==> config.mk <==
export PLATFORM = sky130hd
export DESIGN_NAME = regfile_scoreboard
export DESIGN_NICKNAME = d
export VERILOG_FILES = /design/src/rtl/regfile_scoreboard.sv
export SDC_FILE = /design/constraint.sdc
export NUM_CORES = 2
export LEC_CHECK = 0
export ABC_AREA = 1
export CAP_MARGIN = 30
export CORE_UTILIZATION = 40
export DETAILED_ROUTE_END_ITERATION = 8
export MAX_ROUTING_LAYER = met4
export PLACE_DENSITY_LB_ADDON = 0.2
export SYNTH_ARGS = -nofsm -noshare
export SYNTH_HDL_FRONTEND = slang
export SYNTH_SLANG_ARGS = --single-unit
==> constraint.sdc <==
create_clock -name clk -period 41 [get_ports clk]
set_input_delay 4.1 -clock clk [delete_from_list [all_inputs] [get_ports clk]]
set_output_delay 4.1 -clock clk [all_outputs]
set_load 0.005 [all_outputs]
==> src/rtl/regfile_scoreboard.sv <==
// Parametrised integer register file with write-through bypass
// and a per-register busy scoreboard for issue/writeback tracking.
module regfile_scoreboard #(
    parameter int XLEN     = 32,
    parameter int NUM_REGS = 32,
    parameter int NUM_READ = 2,
    parameter bit BYPASS   = 1'b1,
    parameter bit ZERO_REG = 1'b1,
    localparam int AW      = $clog2(NUM_REGS)
) (
    input  logic                     clk,
    input  logic                     rst,
    input  logic [NUM_READ*AW-1:0]   rd_addr,
    output logic [NUM_READ*XLEN-1:0] rd_data,
    output logic [NUM_READ-1:0]      rd_busy,
    input  logic                     wr_en,
    input  logic [AW-1:0]            wr_addr,
    input  logic [XLEN-1:0]          wr_data,
    input  logic                     rsv_en,
    input  logic [AW-1:0]            rsv_addr,
    output logic                     rsv_conflict,
    input  logic                     flush,
    output logic [AW:0]              busy_count
);

    logic [XLEN-1:0]     regs [NUM_REGS];
    logic [NUM_REGS-1:0] busy;
    logic [NUM_REGS-1:0] busy_nxt;
    logic [AW:0]         count_nxt;
    logic [AW-1:0]       ra;
    logic                wr_ok;
    logic                rsv_ok;
    logic                cnt_inc;
    logic                cnt_dec;

    // Writes and reservations aimed at a hardwired x0 have no effect.
    assign wr_ok  = wr_en  && !(ZERO_REG && wr_addr  == '0);
    assign rsv_ok = rsv_en && !(ZERO_REG && rsv_addr == '0);

    assign rsv_conflict = rsv_en && busy[rsv_addr];

    // A reserve landing on the register being written keeps it busy,
    // so that write must not be counted as a release.
    assign cnt_inc = rsv_ok && !busy[rsv_addr];
    assign cnt_dec = wr_ok && busy[wr_addr]
                     && !(rsv_ok && rsv_addr == wr_addr);

    // Next busy vector: release on write, set on reserve, flush clears all.
    always_comb begin
        busy_nxt = busy;
        if (wr_ok) begin
            busy_nxt[wr_addr] = 1'b0;
        end
        if (rsv_ok) begin
            busy_nxt[rsv_addr] = 1'b1;
        end
        if (flush) begin
            busy_nxt = '0;
        end
    end

    // Incremental popcount of the busy flags.
    always_comb begin
        count_nxt = busy_count;
        if (flush) begin
            count_nxt = '0;
        end else begin
            count_nxt = busy_count
                      + {{AW{1'b0}}, cnt_inc}
                      - {{AW{1'b0}}, cnt_dec};
        end
    end

    // Register array storage.
    always_ff @(posedge clk or posedge rst) begin
        if (rst) begin
            for (int r = 0; r < NUM_REGS; r++) begin
                regs[r] <= '0;
            end
        end else if (wr_ok) begin
            regs[wr_addr] <= wr_data;
        end
    end

    // Scoreboard flags and their registered count.
    always_ff @(posedge clk or posedge rst) begin
        if (rst) begin
            busy       <= '0;
            busy_count <= '0;
        end else begin
            busy       <= busy_nxt;
            busy_count <= count_nxt;
        end
    end

    // Zero-latency read ports with optional write-through.
    always_comb begin
        rd_data = '0;
        rd_busy = '0;
        ra      = '0;
        for (int i = 0; i < NUM_READ; i++) begin
            ra = rd_addr[i*AW +: AW];
            rd_data[i*XLEN +: XLEN] = regs[ra];
            rd_busy[i]              = busy[ra];
            if (BYPASS && wr_ok && wr_addr == ra) begin
                rd_data[i*XLEN +: XLEN] = wr_data;
                rd_busy[i]              = 1'b0;
            end
            if (ZERO_REG && ra == '0) begin
                rd_data[i*XLEN +: XLEN] = '0;
                rd_busy[i]              = 1'b0;
            end
        end
    end

endmodule

==> reports/qor.txt <==
Outcome: finished clean
Post-synthesis simple-gate area fraction: 23.0%
Drt wl/cell: 24.8 µm
Rows: 141
Clock Skew: 0.0245 ns
# clock sinks: 1062
PD cells: 48.5 nW/µm²
Antenna viol nets, final: 0
Port-buffer cells: 129
Ranking of synthesized cells by area: dfrtp_1, nand2_1, o21ai_0
Congestion Overflow GR: 0
Final setup violation count: 0
EDFF count, synth: 0
HP Class: reg -> reg
Hold path cells: 0
# IOs: 130
CP cell instances: buf_8 > buf_12 > buf_4 > buf_4 > a21oi_1 > o21ai_0 > nand3_1 > nand3_1 > nand3_1 > nand3_1 > nand2_1 > clkdlybuf4s50_1
Drt total wl: 245000 µm
Reg area: 26600 µm²
Root Driver: clkbuf_16
Via count: 58700
Max-slew violation count: 0
Iter 0 DRT Violations: 8323
Fin area: 66600 µm²
Min Clock Period, post-route: 12.89 ns
Synthesis-to-layout area growth: 10.7%
Post-Synthesis Net Count: 8236
Final period util: 31.4%
Htree depth: 3
Slowest CP cell: buf_4
Final nets: 7826
DRC viols: 0
Clk slew on worst S/H paths: 0.06 ns
Multi-input logic area: 27700 µm²
Top post-synthesis cells by count: nand2_1, o21ai_0, nand3_1
Largest net degree at the start of global routing: 208
Slack of the critical path: 28.11 ns
Slew of the pin with the lowest slew margin: 1.09 ns
Final Hold Fails: 0
Largest family of logic cells by synthesized area: simple AND/OR/NAND/NOR gates
Post-CTS resize count: 0
Leakage power: 29.7 nW
Core area: 149000 µm²
Vias per inst: 5.94
CP Buf/Inv Count: 5
Cell count of the worst reg-to-reg path: 17
Starting Density: 40.5%
Pre-CTS setup slack: 28.25 ns
Worst slew margin: 27.4%
Layout cells sized above 1: 6.04%
Biggest area consumer among synthesized cells: dfrtp_1
Chip height: 390 µm
Setup bufs post-CTS: 0
GPL Wtd Cong: 0.860
CTS tree: done
CP most frequent cell: nand3_1
Die X: 390 µm
GRT Util Overall: 32.7%
Pre-antenna DRT Iters: 6
Max-cap violations: 0
RSZ-0062 raised after global routing: no
VDD IR max: 0.0407 mV
CP delay by family, top: buffers and inverters
First-pass GRT wire length: 363000 µm
Mean area per synthesized cell: 7.36 µm²
Antenna violations before repair: 16
Yosys cell types: 36
Critical path type: in -> out
Most common flop cell mapped by yosys: dfrtp_1
DP Area: 61900 µm²
Mapped cell area: 60200 µm²
Post-Synthesis Cells: 8172
Post-Synth XOR/XNOR Area: 0.189%
Endpoint class of the critical path: primary output
Setup TNS: 0 ns
Post-Synth Adder-Cell Area: 0.158%
Die area: 152000 µm²
Complex-gate fraction of the synthesized area: 22.5%
Synth top area share: 44.2%
Count leader, synth: nand2_1
Vias in the first global route: 54200
Yosys warnings: 0
DP Wirelength: 137000 µm
Core Util, Final: 44.8%
Critical Path Start Type: input pin
Number of synthesized register bits: 1062
Clk_lat worst skew: 0.78 ns
Req. time, crit path: 36.90 ns
Total CTS buffers: 121
Seq/Total Area, Yosys: 44.2%
Asr flop ratio synth: 100%
Levels on crit path: 12
CP peak stage delay: 0.84 ns
F_max: 77.6 MHz
Worst path arrival time: 8.79 ns
Crit Path Max Fanout: 207
Max Buffers Root-to-Sink: 3
Mux cell area share after synthesis: 0%
Fillcell total: 15000
Hold Buf Count CTS: 0
## report_power, final
part	switching, mW	total, mW	internal, mW
Combinational	0.422	0.653	0.230
Sequential	0.116	1.37	1.25
Clock	0.485	1.21	0.727
Total	1.02	3.23	2.21
## layout make-up
| cell class | instances | share of cell area, % |
|---|---|---|
| multi-input combinational | 5655 | 41.6 |
| sequential | 1062 | 39.9 |
| clock buffer | 170 | 5.26 |
| timing repair buffer | 280 | 4.31 |
| tap | 2002 | 3.76 |
| inverter | 642 | 3.68 |
| clock inverter | 59 | 1.41 |
| antenna | 12 | 0.0451 |
## worst register-to-register path, delay by kind of cell (launching register included)
family                     cells  cell delay [ns]
adders and majority gates      3             0.88
AOI/OAI and AO/OA              4             0.58
DFF                            1             0.37
xor gates and xnor gates       1             0.13
buffers and inverters          3             0.20
and+or+nand+nor                6             0.51
## state kept, by name, summed over array words and instances, names as in the netlist
name,count
busy,32
busy_count,6
regs,1024
## stage by stage
stage                     power (mW)  hold WS, ns  instances
after global routing            3.39        0.403       9878
after detailed placement        2.02        0.380       9632
after floorplan                 1.82        0.440       8172
after global placement          2.00        0.376       9619
final                           3.23        0.394       9882
after CTS                       3.23        0.395       9861
## cell families (layout without fill, tap and decap cells)
group           count (synthesis)  count (layout)
compound gates               2388            2388
xor+xnor                       13              13
fa+ha+maj                       7               7
buf+inv                      1455            1151
flops                        1062            1062
other cells                     0              12
simple gates                 3247            3247
## final timing paths
path,slack [ns],endpoint,startpoint
setup / recovery,28.11,rd_data[53],rd_addr[5]
hold / removal,0.39,regs[994]$_DFFE_PP0P_,regs[994]$_DFFE_PP0P_
setup reg to reg,38.18,busy_count[4]$_DFF_PP0_,busy[2]$_DFF_PP0_
hold reg to reg,0.39,regs[994]$_DFFE_PP0P_,regs[994]$_DFFE_PP0P_
max in group asynchronous,33.39,regs[345]$_DFFE_PP0P_,rst
min in group asynchronous,3.84,regs[748]$_DFFE_PP0P_,rst
## routing by layer
layer | up-vias | part of all wire (%) | GRT usage (%)
met4 | 0 | 4.3 | 13.6
li1 | 26700 | - | -
met5 | - | 0 | -
met2 | 3244 | 43 | 48.0
met3 | 564 | 11 | 5.33
met1 | 28100 | 42 | 44.8
## cells in the final DEF (no fill, tap or decap), types with 20 or more instances in the layout
master / netlist / layout
a21oi_1: 454 / 454
buf_4: 40 / 127
bufinv_16: 0 / 21
clkbuf_1: 386 / 20
clkbuf_16: 0 / 121
clkbuf_8: 0 / 29
clkdlybuf4s50_1: 0 / 119
clkinv_2: 0 / 26
dfrtp_1: 1062 / 1062
inv_1: 621 / 613
nand2_1: 1972 / 1955
nand3_1: 1073 / 1072
nor2_1: 133 / 132
o211ai_1: 614 / 614
o21ai_0: 1234 / 1234
o21ai_1: 64 / 64
or2_2: 32 / 32
(Power assumes the default switching activity.)
